$ cat config.mk
export PLATFORM = sky130hd
export DESIGN_NAME = ff_delay_line
export DESIGN_NICKNAME = d
export VERILOG_FILES = /design/src/rtl/ff_delay_line.sv
export SDC_FILE = /design/constraint.sdc
export NUM_CORES = 1
export LEC_CHECK = 0
export CORE_MARGIN = 2
export CORE_UTILIZATION = 53
export CTS_BUF_LIST = sky130_fd_sc_hd__clkbuf_2 sky130_fd_sc_hd__clkbuf_4 sky130_fd_sc_hd__clkbuf_8
export DETAILED_ROUTE_END_ITERATION = 8
export PLACE_DENSITY_LB_ADDON = 0.2
export SLEW_MARGIN = 15
export SYNTH_ARGS = -nofsm -noshare
export SYNTH_HDL_FRONTEND = slang
export SYNTH_SLANG_ARGS = --single-unit
$ cat constraint.sdc
create_clock -name CK -period 2.75 [get_ports CK]
set_input_delay 0.825 -clock CK [delete_from_list [all_inputs] [get_ports CK]]
set_output_delay 0.825 -clock CK [all_outputs]
set_load 0.02 [all_outputs]
$ cat src/rtl/ff_delay_line.sv
// Stallable WIDTH x DEPTH delay line with per-stage valid,
// tap select, flush and registered occupancy count.
module ff_delay_line #(
   parameter int unsigned           WIDTH     = 8,
   parameter int unsigned           DEPTH     = 4,
   parameter logic [WIDTH-1:0]      RESET_VAL = '0,
   localparam int unsigned          TW = (DEPTH > 1) ? $clog2(DEPTH) : 1,
   localparam int unsigned          FW = $clog2(DEPTH + 1)
) (
   input  logic             CK,
   input  logic             SR,
   input  logic             CE,
   input  logic             FLUSH,
   input  logic [WIDTH-1:0] D,
   input  logic             DV,
   input  logic [TW-1:0]    TAP_SEL,
   output logic [WIDTH-1:0] Q,
   output logic             QV,
   output logic [WIDTH-1:0] TAP_Q,
   output logic             TAP_V,
   output logic [FW-1:0]    FILL
);

   logic [WIDTH-1:0] data_q [DEPTH];
   logic [WIDTH-1:0] data_d [DEPTH];
   logic [DEPTH-1:0] vld_q;
   logic [DEPTH-1:0] vld_d;
   logic [FW-1:0]    fill_q;
   logic [FW-1:0]    fill_d;

   always_comb begin
      data_d = data_q;
      vld_d  = vld_q;
      if (CE) begin
         data_d[0] = D;
         vld_d[0]  = DV;
         for (int i = 1; i < int'(DEPTH); i++) begin
            data_d[i] = data_q[i-1];
            vld_d[i]  = vld_q[i-1];
         end
      end
      if (FLUSH) begin
         vld_d = '0;
      end
   end

   // Count the next-state valids so FILL lines up with the visible bits.
   always_comb begin
      fill_d = '0;
      for (int i = 0; i < int'(DEPTH); i++) begin
         fill_d = fill_d + FW'(vld_d[i]);
      end
   end

   always_ff @(posedge CK) begin
      if (!SR) begin
         for (int i = 0; i < int'(DEPTH); i++) begin
            data_q[i] <= RESET_VAL;
         end
         vld_q  <= '0;
         fill_q <= '0;
      end else begin
         for (int i = 0; i < int'(DEPTH); i++) begin
            data_q[i] <= data_d[i];
         end
         vld_q  <= vld_d;
         fill_q <= fill_d;
      end
   end

   // Out-of-range selects fall through to the reset pattern.
   always_comb begin
      TAP_Q = RESET_VAL;
      TAP_V = 1'b0;
      for (int i = 0; i < int'(DEPTH); i++) begin
         if (int'(TAP_SEL) == i) begin
            TAP_Q = data_q[i];
            TAP_V = vld_q[i];
         end
      end
   end

   assign Q    = data_q[DEPTH-1];
   assign QV   = vld_q[DEPTH-1];
   assign FILL = fill_q;

endmodule

* Word level (Yosys, flattened, before mapping)
Index checks and enable logic that the tools add are counted.
Word-level totals: bits in registers 39, input port bits 15, output and inout port bits 21, logic and storage cells 23
Operators by class: add/sub/neg operators 3, eq/ne operators 3, multiplexer cells 10, reduce and logical (&&, ||, !) cells 1
Operator list (number):
- $mux 8 | 4
- $mux 4 | 2
- $eq 2x2->1 const B | 2
- $mux 1 | 4
- $add 2x1->3 | 1
- $add 3x1->3 | 1
- $add 1x1->2 | 1
- $eq 2x1->1 const B | 1
- $logic_not 2->1 | 1

* Depth between registers and ports, before layout
word-level depth 5, depth in mapped cells 8, gate-level depth less buffers 6

* Worst setup path before layout
No wires, ideal clock.
kind input -> register, start point in CE, end point reg fill_q[1] (netlist: FILL[1]), library setup time 0.115 ns, arrival time 2.457 ns, required time 2.635 ns, setup slack 0.178 ns, stages 8, buffers on the path 2, cell sequence buf_6 -> buf_6 -> mux2i_1 -> nor2_1 -> fa_1 -> ha_1 -> ha_1 -> and2_1
Between the ends: cells in the longest elaborated chain, start to end 5
Ends and longest elaborated chain:
- start: declaration | line 12 | input logic CE,
- $mux 4 | line 34 | if (CE) begin
- $mux 4 | line 42 | if (FLUSH) begin
- named net vld_d[0] | line 27 | logic [DEPTH-1:0] vld_d;
- $add 1x1->2 | line 51 | fill_d = fill_d + FW'(vld_d[i]);
- $add 2x1->3 | line 51
- $add 3x1->3 | line 51
- named net fill_d[1] | line 29 | logic [FW-1:0] fill_d;
- end signal: assignment | line 67 | fill_q <= fill_d;
- end: declaration | line 28 | logic [FW-1:0] fill_q;
The timed path passes the listed nets, and every way through them passes these cells. A chain may end at the register's enable or synchronous reset.

* Worst setup path in the final report
start point in TAP_SEL[1], end point out TAP_Q[1]
Between the ends: cells in the longest elaborated chain, start to end 5, elaborated cells on any way between the ends 8, classes of those cells eq/ne: 3; mux: 4; reduce/logical: 1
Ends and longest elaborated chain:
- start: declaration | line 16 | input logic [TW-1:0] TAP_SEL,
- $logic_not 2->1 | line 76 | if (int'(TAP_SEL) == i) begin
- $mux 8 (3 in series) | line 76
- $mux 8 * | line 76
- end: declaration | line 19 | output logic [WIDTH-1:0] TAP_Q,
Mark *: on every way between the ends. The rest lies on a longest branch, timed or not.

==> out/metrics.yaml <==
status: "completed"
worstSetupPathType: "primary input to output pin"
rsz0062_at_grt: "no"
final_core_util: 0.6510
dpl.cell_count: 219
whs_ns: 0.5447
diodes: 0
finalCritPeriodShare: 0.9810
grt-ovfl-total: 0
nets: 198
numCtsBuffers: 5
die-height_um: 62
skew_ns: 0.002913
min_period_ns: 2.698
synth_most_common_cell: "dfxtp_1"
power_density_nw_per_um2: 491.3
hold_viol: 0
peakVddDrop_v: 0.0003537
dieArea_um2: 3844
grt_pass1_vias: 1118
track_usage: 0.1879
cp_slowest_cell: "mux4_2"
grt_max_degree: 33
stdcell_count: 227
ys_seq_area_frac: 0.4379
synthMuxAreaShare: 0.3158
finalMaxSlewViolations: 0
relSlewSlack: 0.6567
antenna_found_initial: 0
cts_tree: "yes"
cp_slowest_stage_delay_ns: 0.50
cap_violations: 0
tns_ns: 0
yosys.area_share.simple: 0.1432
wl_per_cell_um: 13.67
rows: 21
synthXorXnorAreaFrac: 0
n_fill_cell: 275
setup.worst_path.end_class: "output pin"
fmax_mhz: 370.7
die_w_um: 62
hold_path.class: "flip-flop to flip-flop"
synth_common_cells: "39 x dfxtp_1, 36 x mux2i_1, 32 x nor2b_1"
crit_required_ns: 1.93
drive_gt1_frac: 0.1934
dp_slack_ns: -0.6388
grt_pass1_wl_um: 5133
ys_async_sr_fraction: 0
io_pins: 36
final-setup-viol-count: 0
core_area_um2: 3284
syn2layout_area_growth_pct: 19.93
cts_max_path_buffers: 2
cts.clk_slew.worst_paths_ns: 0.11
worst_slew_pin_slew_ns: 0.5149
synth_top_cell_area_share: 0.4379
ys.flop_type: "dfxtp_1"
synth_seq_cells: 39
synth_edf_count: 0
yosysUniqueCellTypes: 12
place_hpwl_um: 2275
clockRootBuffer: "clkbuf_4"
path_cells: "clkdlybuf4s15_1 -> buf_6 -> mux4_2 -> buf_2"
ant_nets: 0
via_per_inst: 4.952
startpoint_type: "primary input"
finalWorstSetupSlack_ns: 0.05228
htreeDepth: 2
synth_nets: 166
syn_avg_cell_area_um2: 12.05
p_leak_nw: 0.9005
start_util: 0.5429
cp_data_arrival_time_ns: 1.87
synth_compound_area_frac: 0
synthAdderAreaFrac: 0.02526
drt_iter0_markers: 25
synth_top_family_by_area: "multiplexers"
worst-path-max-fanout: 3
vias: 1124
ys_top_cells_by_area: "dfxtp_1 44%, mux2i_1 20%, mux4_2 11%"
clkLatencyLatePin_ns: 0.34
drcViolationCount: 0
synth_warnings: 0
postSynthCellCount: 148
io_buffers: 35
synth.largest_area_cell: "dfxtp_1"
cts_sinks: 39
cts_setup_buffers: 0
dr.pass1.iters: 4
syn_area_um2: 1783
drt_wl_total_um: 3102
gp_congestion: 0.7082
==> power breakdown <==
group	switching [mW]	total [mW]	internal, mW	leakage [nW]
Combinational	0.0523	0.122	0.0695	0.542
Sequential	0.0107	0.591	0.580	0.317
Clock	0.178	0.338	0.160	0.0420
Total	0.241	1.05	0.810	0.901
==> state kept, by name, indices dropped and copies added, names as in the netlist <==
register  count
vld_q         4
data_q       24
FILL          3
Q             8
==> cells in the final DEF (no fill, tap or decap) <==
| cell | synthesis | routed |
|---|---|---|
| fa_1 | 1 | 1 |
| ha_1 | 2 | 2 |
| clkbuf_8 | 0 | 2 |
| buf_2 | 0 | 9 |
| and2_1 | 3 | 3 |
| nand2b_1 | 1 | 1 |
| clkdlybuf4s15_2 | 0 | 1 |
| nor2_1 | 8 | 8 |
| clkdlybuf4s50_1 | 0 | 23 |
| clkdlybuf4s15_1 | 0 | 1 |
| buf_6 | 6 | 2 |
| mux4_2 | 9 | 9 |
| dfxtp_1 | 39 | 39 |
| mux2i_1 | 36 | 36 |
| clkbuf_4 | 0 | 6 |
| buf_4 | 8 | 6 |
| nor2b_1 | 32 | 32 |
==> per-stage QoR <==
stage / total power, mW / area [µm²]
CTS: 1.065 / 2147
global placement: 0.7267 / 2100
floorplan: 0.6869 / 1783
finish: 1.051 / 2138
global route: 1.100 / 2138
detailed placement: 0.7304 / 2100
==> area by class of cell <==
class	count	area, µm²	area share
multi-input cells	92	863.3	0.4037
flip-flops and latches	39	780.7	0.3651
clock buffers	8	72.57	0.03394
repair buffers	42	364.1	0.1703
well taps	46	57.56	0.02692
==> routing by layer <==
metal | track usage | wire, µm | up-vias
met5 | 0 | 0 | -
met4 | 0.07295 | 55 | 0
met3 | 0.06004 | 162 | 7
met2 | 0.3170 | 1471 | 25
met1 | 0.2221 | 1413 | 530
li1 | - | - | 562
==> worst max-delay path, delay by kind of cell <==
kind | cells | cell delay, ns
buffers and inverters | 3 | 0.55
multiplexers | 1 | 0.50
==> final timing paths <==
kind | start | to | slack (ns) | cells after the start
setup reg to reg | vld_q[0] | FILL[1] | 0.95 | 6
hold / removal | data_q[10] | data_q[10] | 0.54 | 2
setup / recovery | TAP_SEL[1] | TAP_Q[1] | 0.05 | 4
hold reg to reg | data_q[10] | data_q[10] | 0.54 | 2
==> cell families after synthesis <==
kind of cell,after synthesis
adders and majority gates,3
buffers and inverters,17
DFF,39
muxes,45
and+or+nand+nor,44
==> what timing repair did <==
action,4_1_cts,5_1_grt
endpoints found under the setup margin,9,5
cloned,0,0
hold buffers,0,0
resized for setup,40,4
hold endpoints to repair,0,0
Power figures use the tool's default switching activity.
